## src/rtl/exe_stage_core.sv

```systemverilog
// Execute stage of the 5-stage ARM pipeline: ALU, NZCV status register, branch target and EXE/MEM
// register. Define EXE_FWD_EN to enable the operand forwarding muxes on val1/val_rm.
module exe_stage_core (
    input  logic        clk,
    input  logic        rst,
    input  logic        freeze,
    input  logic        flush,
    input  logic [3:0]  exe_cmd,
    input  logic        s_in,
    input  logic        wb_en,
    input  logic        mem_r_en,
    input  logic        mem_w_en,
    input  logic        b_in,
    input  logic [3:0]  dest,
    input  logic [31:0] pc,
    input  logic [31:0] val1,
    input  logic [31:0] val_rm,
    input  logic [31:0] val2,
    input  logic [23:0] imm24,
    input  logic [1:0]  sel_src1,
    input  logic [1:0]  sel_src2,
    input  logic [31:0] fwd_mem,
    input  logic [31:0] fwd_wb,
    output logic [3:0]  status,
    output logic        branch_taken,
    output logic [31:0] branch_addr,
    output logic [31:0] alu_res_q,
    output logic [31:0] val_rm_q,
    output logic [3:0]  dest_q,
    output logic        wb_en_q,
    output logic        mem_r_en_q,
    output logic        mem_w_en_q
);

    logic [31:0] op_a;
    logic [31:0] rm_val;

`ifdef EXE_FWD_EN
    always_comb begin
        case (sel_src1)
            2'b01:   op_a = fwd_mem;
            2'b10:   op_a = fwd_wb;
            default: op_a = val1;
        endcase
        case (sel_src2)
            2'b01:   rm_val = fwd_mem;
            2'b10:   rm_val = fwd_wb;
            default: rm_val = val_rm;
        endcase
    end
`else
    logic unused_fwd;
    assign unused_fwd = ^{sel_src1, sel_src2, fwd_mem, fwd_wb};
    assign op_a       = val1;
    assign rm_val     = val_rm;
`endif

    logic [3:0]  status_q;
    logic [3:0]  nzcv_d;
    logic [31:0] alu_res_d;
    logic [32:0] arith;
    logic        carry_in;

    assign carry_in = status_q[1];

    always_comb begin
        alu_res_d = '0;
        arith     = '0;
        nzcv_d    = status_q;
        unique case (exe_cmd)
            4'b0001: alu_res_d = val2;
            4'b1001: alu_res_d = ~val2;
            4'b0110: alu_res_d = op_a & val2;
            4'b0111: alu_res_d = op_a | val2;
            4'b1000: alu_res_d = op_a ^ val2;
            4'b0010, 4'b0011: begin
                arith     = {1'b0, op_a} + {1'b0, val2} + {32'b0, (exe_cmd[0] & carry_in)};
                alu_res_d = arith[31:0];
                nzcv_d[1] = arith[32];
                nzcv_d[0] = (op_a[31] == val2[31]) && (alu_res_d[31] != op_a[31]);
            end
            4'b0100, 4'b0101: begin
                // SBC borrows when C is clear; carry out of a subtract means "no borrow"
                arith     = {1'b0, op_a} - {1'b0, val2} - {32'b0, (exe_cmd[0] & ~carry_in)};
                alu_res_d = arith[31:0];
                nzcv_d[1] = ~arith[32];
                nzcv_d[0] = (op_a[31] != val2[31]) && (alu_res_d[31] != op_a[31]);
            end
            default: alu_res_d = '0;
        endcase
        if (exe_cmd inside {4'b0001, 4'b1001, 4'b0010, 4'b0011, 4'b0100, 4'b0101,
                            4'b0110, 4'b0111, 4'b1000}) begin
            nzcv_d[3] = alu_res_d[31];
            nzcv_d[2] = (alu_res_d == 32'b0);
        end
    end

    always_ff @(posedge clk) begin
        if (rst) begin
            status_q   <= '0;
            alu_res_q  <= '0;
            val_rm_q   <= '0;
            dest_q     <= '0;
            wb_en_q    <= 1'b0;
            mem_r_en_q <= 1'b0;
            mem_w_en_q <= 1'b0;
        end else begin
            if (flush) begin
                alu_res_q  <= '0;
                val_rm_q   <= '0;
                dest_q     <= '0;
                wb_en_q    <= 1'b0;
                mem_r_en_q <= 1'b0;
                mem_w_en_q <= 1'b0;
            end else if (!freeze) begin
                alu_res_q  <= alu_res_d;
                val_rm_q   <= rm_val;
                dest_q     <= dest;
                wb_en_q    <= wb_en;
                mem_r_en_q <= mem_r_en;
                mem_w_en_q <= mem_w_en;
            end
            if (s_in && !freeze && !flush) begin
                status_q <= nzcv_d;
            end
        end
    end

    assign status       = status_q;
    assign branch_taken = b_in & ~flush;
    assign branch_addr  = pc + {{6{imm24[23]}}, imm24, 2'b00};

endmodule

```

## config.mk

```make
export PLATFORM = sky130hd
export DESIGN_NAME = exe_stage_core
export DESIGN_NICKNAME = d
export VERILOG_FILES = /design/src/rtl/exe_stage_core.sv
export SDC_FILE = /design/constraint.sdc
export NUM_CORES = 1
export LEC_CHECK = 0
export CORE_AREA = 2 2 178 180
export DETAILED_ROUTE_END_ITERATION = 6
export DIE_AREA = 0 0 180 182
export GPL_TIMING_DRIVEN = 0
export PLACE_DENSITY = 0.6
export SETUP_SLACK_MARGIN = 0.05
export SLEW_MARGIN = 20
export SYNTH_ARGS = -nofsm -noshare
export SYNTH_HDL_FRONTEND = slang
export SYNTH_SLANG_ARGS = --single-unit
```

## constraint.sdc

```tcl
create_clock -name clk -period 6.4 [get_ports clk]
set_clock_uncertainty 0.05 [all_clocks]
set_input_delay 0.96 -clock clk [delete_from_list [all_inputs] [get_ports clk]]
set_output_delay 0.96 -clock clk [all_outputs]
set_load 0.005 [all_outputs]
```

# Word-level counts from Yosys, hierarchy flattened
# Cells that the tools add are included.
# totals
register_bits,75
latch_bits,0
ram_bits,0
rom_bits,0
inputBits,237
output_inout_bits,108
elab_cells,52
n_memories,0
# classes
addsub,5
mul,0
n_div,0
order_cmp,0
eq_ne,13
shift,0
n_mux,2
bitwise_logic,10
reduce_logical,14
# op_table
operator,n
32-bit case mux with 7 select lines,1
32-bit by 32-bit adder with 33-bit output,1
33-bit by 1-bit adder with 33-bit output,1
32-bit by 32-bit subtractor with 33-bit output,1
33-bit by 1-bit subtractor with 33-bit output,1
32-bit adder,1
32-bit bitwise AND,1
32-bit logical NOT,1
32-bit inverter,1
32-bit OR,1
32-bit XOR,1
"4-bit by 3-bit == test with 1-bit output, second input constant",4
9-bit nonzero test,1
"4-bit by 2-bit == test with 1-bit output, second input constant",2
"4-bit == test, second input constant",2
2-bit OR reduction,3
"4-bit by 1-bit == test with 1-bit output, second input constant",1
1-bit logical AND,4
2-bit case mux with 2 select lines,1
2-bit AND reduction,2
1-bit bitwise AND,3
1-bit inequality test,3
1-bit inverter,3
1-bit logical NOT,2
2 further kinds,2

# Depth between registers and ports, before layout
# logic_depth
word_depth,6
depth_mapped,20
ltp_nobuf,15

# Worst setup path before layout
# Ideal clock, no wire load.
# synth_timing
path_kind,input -> register
startpoint,input exe_cmd[0]
endpoint,register status_q[2] (netlist: status[2])
setup_time_ns,0.059
t_arrival_ns,5.611
required_time_ns,6.291
setup_slack_ns,0.680
path_stages,19
cell_sequence,buf_2 clkbuf_1 clkbuf_1 clkbuf_1 clkbuf_1 nand2_1 fa_1 fa_1 or2b_1 a2111oi_2 o21ai_1 mux2_1 a221o_1 inv_1 nand4_1 or4_1 nor4_1 nand4_1 nand2_1
# synth_via
elab_chain_len,4
# synth_lines
item,line,text
"start, declared",8,"input logic [3:0] exe_cmd,"
1-bit bitwise AND (tied with other cells),84,"arith = {1'b0, op_a} - {1'b0, val2} - {32'b0, (exe_cmd[0] & ~carry_in)};"
33-bit by 1-bit subtractor with 33-bit output (tied with other cells),84,
32-bit case mux with 7 select lines,70,unique case (exe_cmd)
32-bit logical NOT,94,nzcv_d[2] = (alu_res_d == 32'b0);
"end signal, assigned",124,status_q <= nzcv_d;
"end, declared",58,logic [3:0] status_q;
# Parallel ways exist; a longest one is shown, timed or not.
# A chain may end at the register's enable or synchronous reset.

# Worst setup path in the final report
# Same ends and word-level chain as after synthesis.

==> impl_metrics.yaml <==
global_route:
  grtUsageMet3: 0.03049
  overflow: 0
  grt_use_met2: 0.4011
  antenna_found_initial: 0
  grt_most_used_layer: "met2"
  grt_usage: 0.2375
  grt_pass1_wl_microns: 61980
  grt_max_degree: 20
  grt_pass1_vias: 10947
  use_met1: 0.3178
floorplan:
  core-area_sq_um: 30990
  rows: 65
  die_w_microns: 180
  die_h_microns: 182
  num_io_pins: 345
  die_area_sq_um: 32760
  initial_core_util: 0.3435
setup_path:
  worstPathRequired_ns: 6.62
  cp-endpoint: "status[2]"
  cp.arrival_ns: 6.28
  critPathMaxFanout: 19
  reg2reg_to: "status[2]"
  regToRegSetupSlack_ns: 1.80
  rr_worst_depth: 14
  start_kind: "input port"
  endpoint_kind: "flip-flop"
  r2r-start: "status[1]"
  startpoint: "exe_cmd[0]"
  worstSetupPathType: "input port to flip-flop"
synth:
  synth.distinct_cells: 84
  ys.flop_type: "dfxtp_1"
  netlist_area_sq_um: 10640
  yosysSeqAreaShare: 0.1411
  synth_xor_xnor_area_share: 0.06748
  syn_nets: 1820
  synth_edf_count: 0
  synth-adder-area-share: 0.1916
  async_flop_share: 0
  synth_top_family_by_area: "compound AO/OA/AOI/OAI gates"
  synth_compound_area_frac: 0.2889
  synth-simple-area-share: 0.1809
  yosys-mux-area-fraction: 0.05655
  synth_warnings: 0
  synthCells: 1423
  synth_area_per_cell_sq_um: 7.479
  synth_seq_cells: 75
place:
  place_area_sq_um: 13850
  pre_cts_ws_ns: -1.202
  gp_congestion: 0.9120
  port_buffers: 270
  dpl.hpwl_microns: 33160
routing:
  viasPerCell: 5.536
  ant_nets: 0
  wl_per_cell_microns: 19.25
  drcViolationCount: 0
  drtIter0Drc: 924
  drt-total-wl_microns: 40610
  vias: 11680
  first_pass_iters: 5
power_and_ir_drop:
  p_leak_uw: 0.006054
  finalPower_uw: 2200
  vdd_drop_max_mv: 0.1317
  p_per_area_nw_per_um2: 155.1
flow_run:
  cap_violations: 0
timing:
  finalSetupViolCount: 0
  setup_ws_ns: 0.3385
  max-slew-margin-rel: 0.1878
  worst-slew-pin-transition_ns: 1.214
  max_clock_freq_ghz: 0.1650
  finalHoldViolations: 0
  fin_crit_sh: 0.9471
  rsz0062_at_grt: "no"
  fin_crit_ns: 6.061
  slew_violations: 0
clocking:
  cts_sinks: 75
  tritoncts: "yes"
  ctsHoldBuffers: 0
  cts_buffers: 9
  root_buffer: "clkbuf_16"
  clk_path_buf_depth: 2
  htreeDepth: 3
  cts.clk_slew.worst_paths_ns: 0.06
  post-cts-setup-buffers: 0
  clkLatencyLatePin_ns: 0.33
cells_and_area:
  syn_to_final_growth_pct: 33.23
  fill_cells: 3167
  finalInstanceArea_sq_um: 14180
  final_cell_mix: "clkdlybuf4s50_1 (270), ha_1 (155), nor2_1 (144)"
  drive_gt1_frac: 0.03220
  multi_input_area_sq_um: 8391
  nets: 2100
  regArea_sq_um: 1501
  diodes: 0
  fin_util: 0.4576
  final_common_cell: "clkdlybuf4s50_1"
min_path:
  min_path_type: "flip-flop to flip-flop"
run_status:
  outcome: "finished, final reports clean"
==> final cells by class <==
class	instances	area share
repair buffers	270	0.1906
inverters	131	0.03468
clock buffers	11	0.01641
plain buffers	73	0.02082
multi-input cells	1143	0.5917
well taps	402	0.03547
flip-flops and latches	75	0.1059
clock inverters	5	0.004412
==> synthesized netlist by cell type, drive strengths merged, types with 6 or more instances <==
| master | n | share of area |
|---|---|---|
| or2 | 7 | 0.0041 |
| a2111oi | 7 | 0.0065 |
| o221ai | 14 | 0.012 |
| a221o | 6 | 0.0056 |
| nor4 | 6 | 0.0035 |
| clkbuf | 60 | 0.021 |
| a31oi | 9 | 0.0053 |
| and2 | 7 | 0.0041 |
| a21boi | 7 | 0.0049 |
| o221a | 6 | 0.0063 |
| xor2 | 37 | 0.030 |
| or3 | 10 | 0.0059 |
| nor3 | 24 | 0.012 |
| o21ai | 65 | 0.031 |
| o211ai | 22 | 0.016 |
| xnor2 | 45 | 0.037 |
| o211a | 7 | 0.0066 |
| nand2 | 88 | 0.031 |
| a21o | 36 | 0.025 |
| nand3 | 16 | 0.0075 |
| nand4 | 14 | 0.0082 |
| and3 | 13 | 0.0076 |
| a22oi | 20 | 0.014 |
| o21a | 19 | 0.014 |
| a31o | 6 | 0.0049 |
| nand3b | 6 | 0.0042 |
| a221oi | 12 | 0.0099 |
| mux2i | 59 | 0.055 |
| nor3b | 7 | 0.0049 |
| nor2b | 16 | 0.0094 |
| dfxtp | 75 | 0.14 |
| ha | 155 | 0.18 |
| a21oi | 118 | 0.055 |
| nand2b | 14 | 0.0082 |
| buf | 14 | 0.0061 |
| o22ai | 14 | 0.0095 |
| nor2 | 144 | 0.051 |
| a211oi | 28 | 0.021 |
| inv | 131 | 0.046 |
| o21bai | 8 | 0.0067 |
==> sequential cells by signal (all words and copies together), names as in the netlist <==
| name | count |
|---|---|
| val_rm_q | 32 |
| mem_w_en_q | 1 |
| alu_res_q | 32 |
| mem_r_en_q | 1 |
| dest_q | 4 |
| status | 4 |
| wb_en_q | 1 |
==> metal layers <==
layer	vias up	routed length (microns)
li1	5703	-
met1	5490	18050
met2	428	19010
met3	59	2605
met4	0	949
met5	-	0
==> how the worst min path moves through the flow <==
| stage | startpoint | to | slack (ns) | depth (start not counted) |
|---|---|---|---|---|
| floorplan | alu_res_q[8] | alu_res_q[8] | 0.41 | 2 |
| global placement | alu_res_q[23] | alu_res_q[23] | 0.40 | 2 |
| detailed placement | alu_res_q[15] | alu_res_q[15] | 0.41 | 2 |
| CTS | alu_res_q[15] | alu_res_q[15] | 0.41 | 2 |
| global route | alu_res_q[25] | alu_res_q[25] | 0.44 | 2 |
| finish | alu_res_q[23] | alu_res_q[23] | 0.42 | 2 |
==> critical path, stage by stage <==
cell and delay (ns):
buf_2 0.30, buf_2 0.33, clkbuf_4 0.32, clkbuf_4 0.31, nand2b_1 0.10, fa_1 0.41
fa_1 0.48, or3_1 0.45, a211oi_1 0.28, o31ai_1 0.12, a211oi_1 0.29, o21ai_1 0.21
nor4_2 0.41, nand4b_1 0.19, or4_1 0.44, nor4_1 0.37, nand4_1 0.18, nand2_1 0.11
==> per-stage QoR <==
step                hold WS (ns)  TNS [ns]  cells
floorplan                 0.4074         0   1423
global placement          0.4013    -8.239   2095
detailed placement        0.4053    -8.433   2095
CTS                       0.4143         0   2110
global route              0.4350         0   2110
finish                    0.4150         0   2110
==> power by group <==
group	switching, uW	total [uW]	leakage, uW	internal, uW
clock network	200	505	0.000136	304
logic	652	1200	0.00531	551
registers	9.18	492	0.000610	483
total	861	2200	0.00605	1340
==> logic make-up after synthesis <==
group           after synthesis
compound gates              446
simple gates                395
buf+inv                     205
fa+ha+maj                   160
xor+xnor                     82
flops                        75
mux                          60
==> timing repair <==
action / CTS / global route
pin swaps: 0 / 0
setup endpoints to repair: 12 / 1
hold endpoints to repair: 0 / 0
resized for setup: 4 / 8
Power figures use the tool's default switching activity.
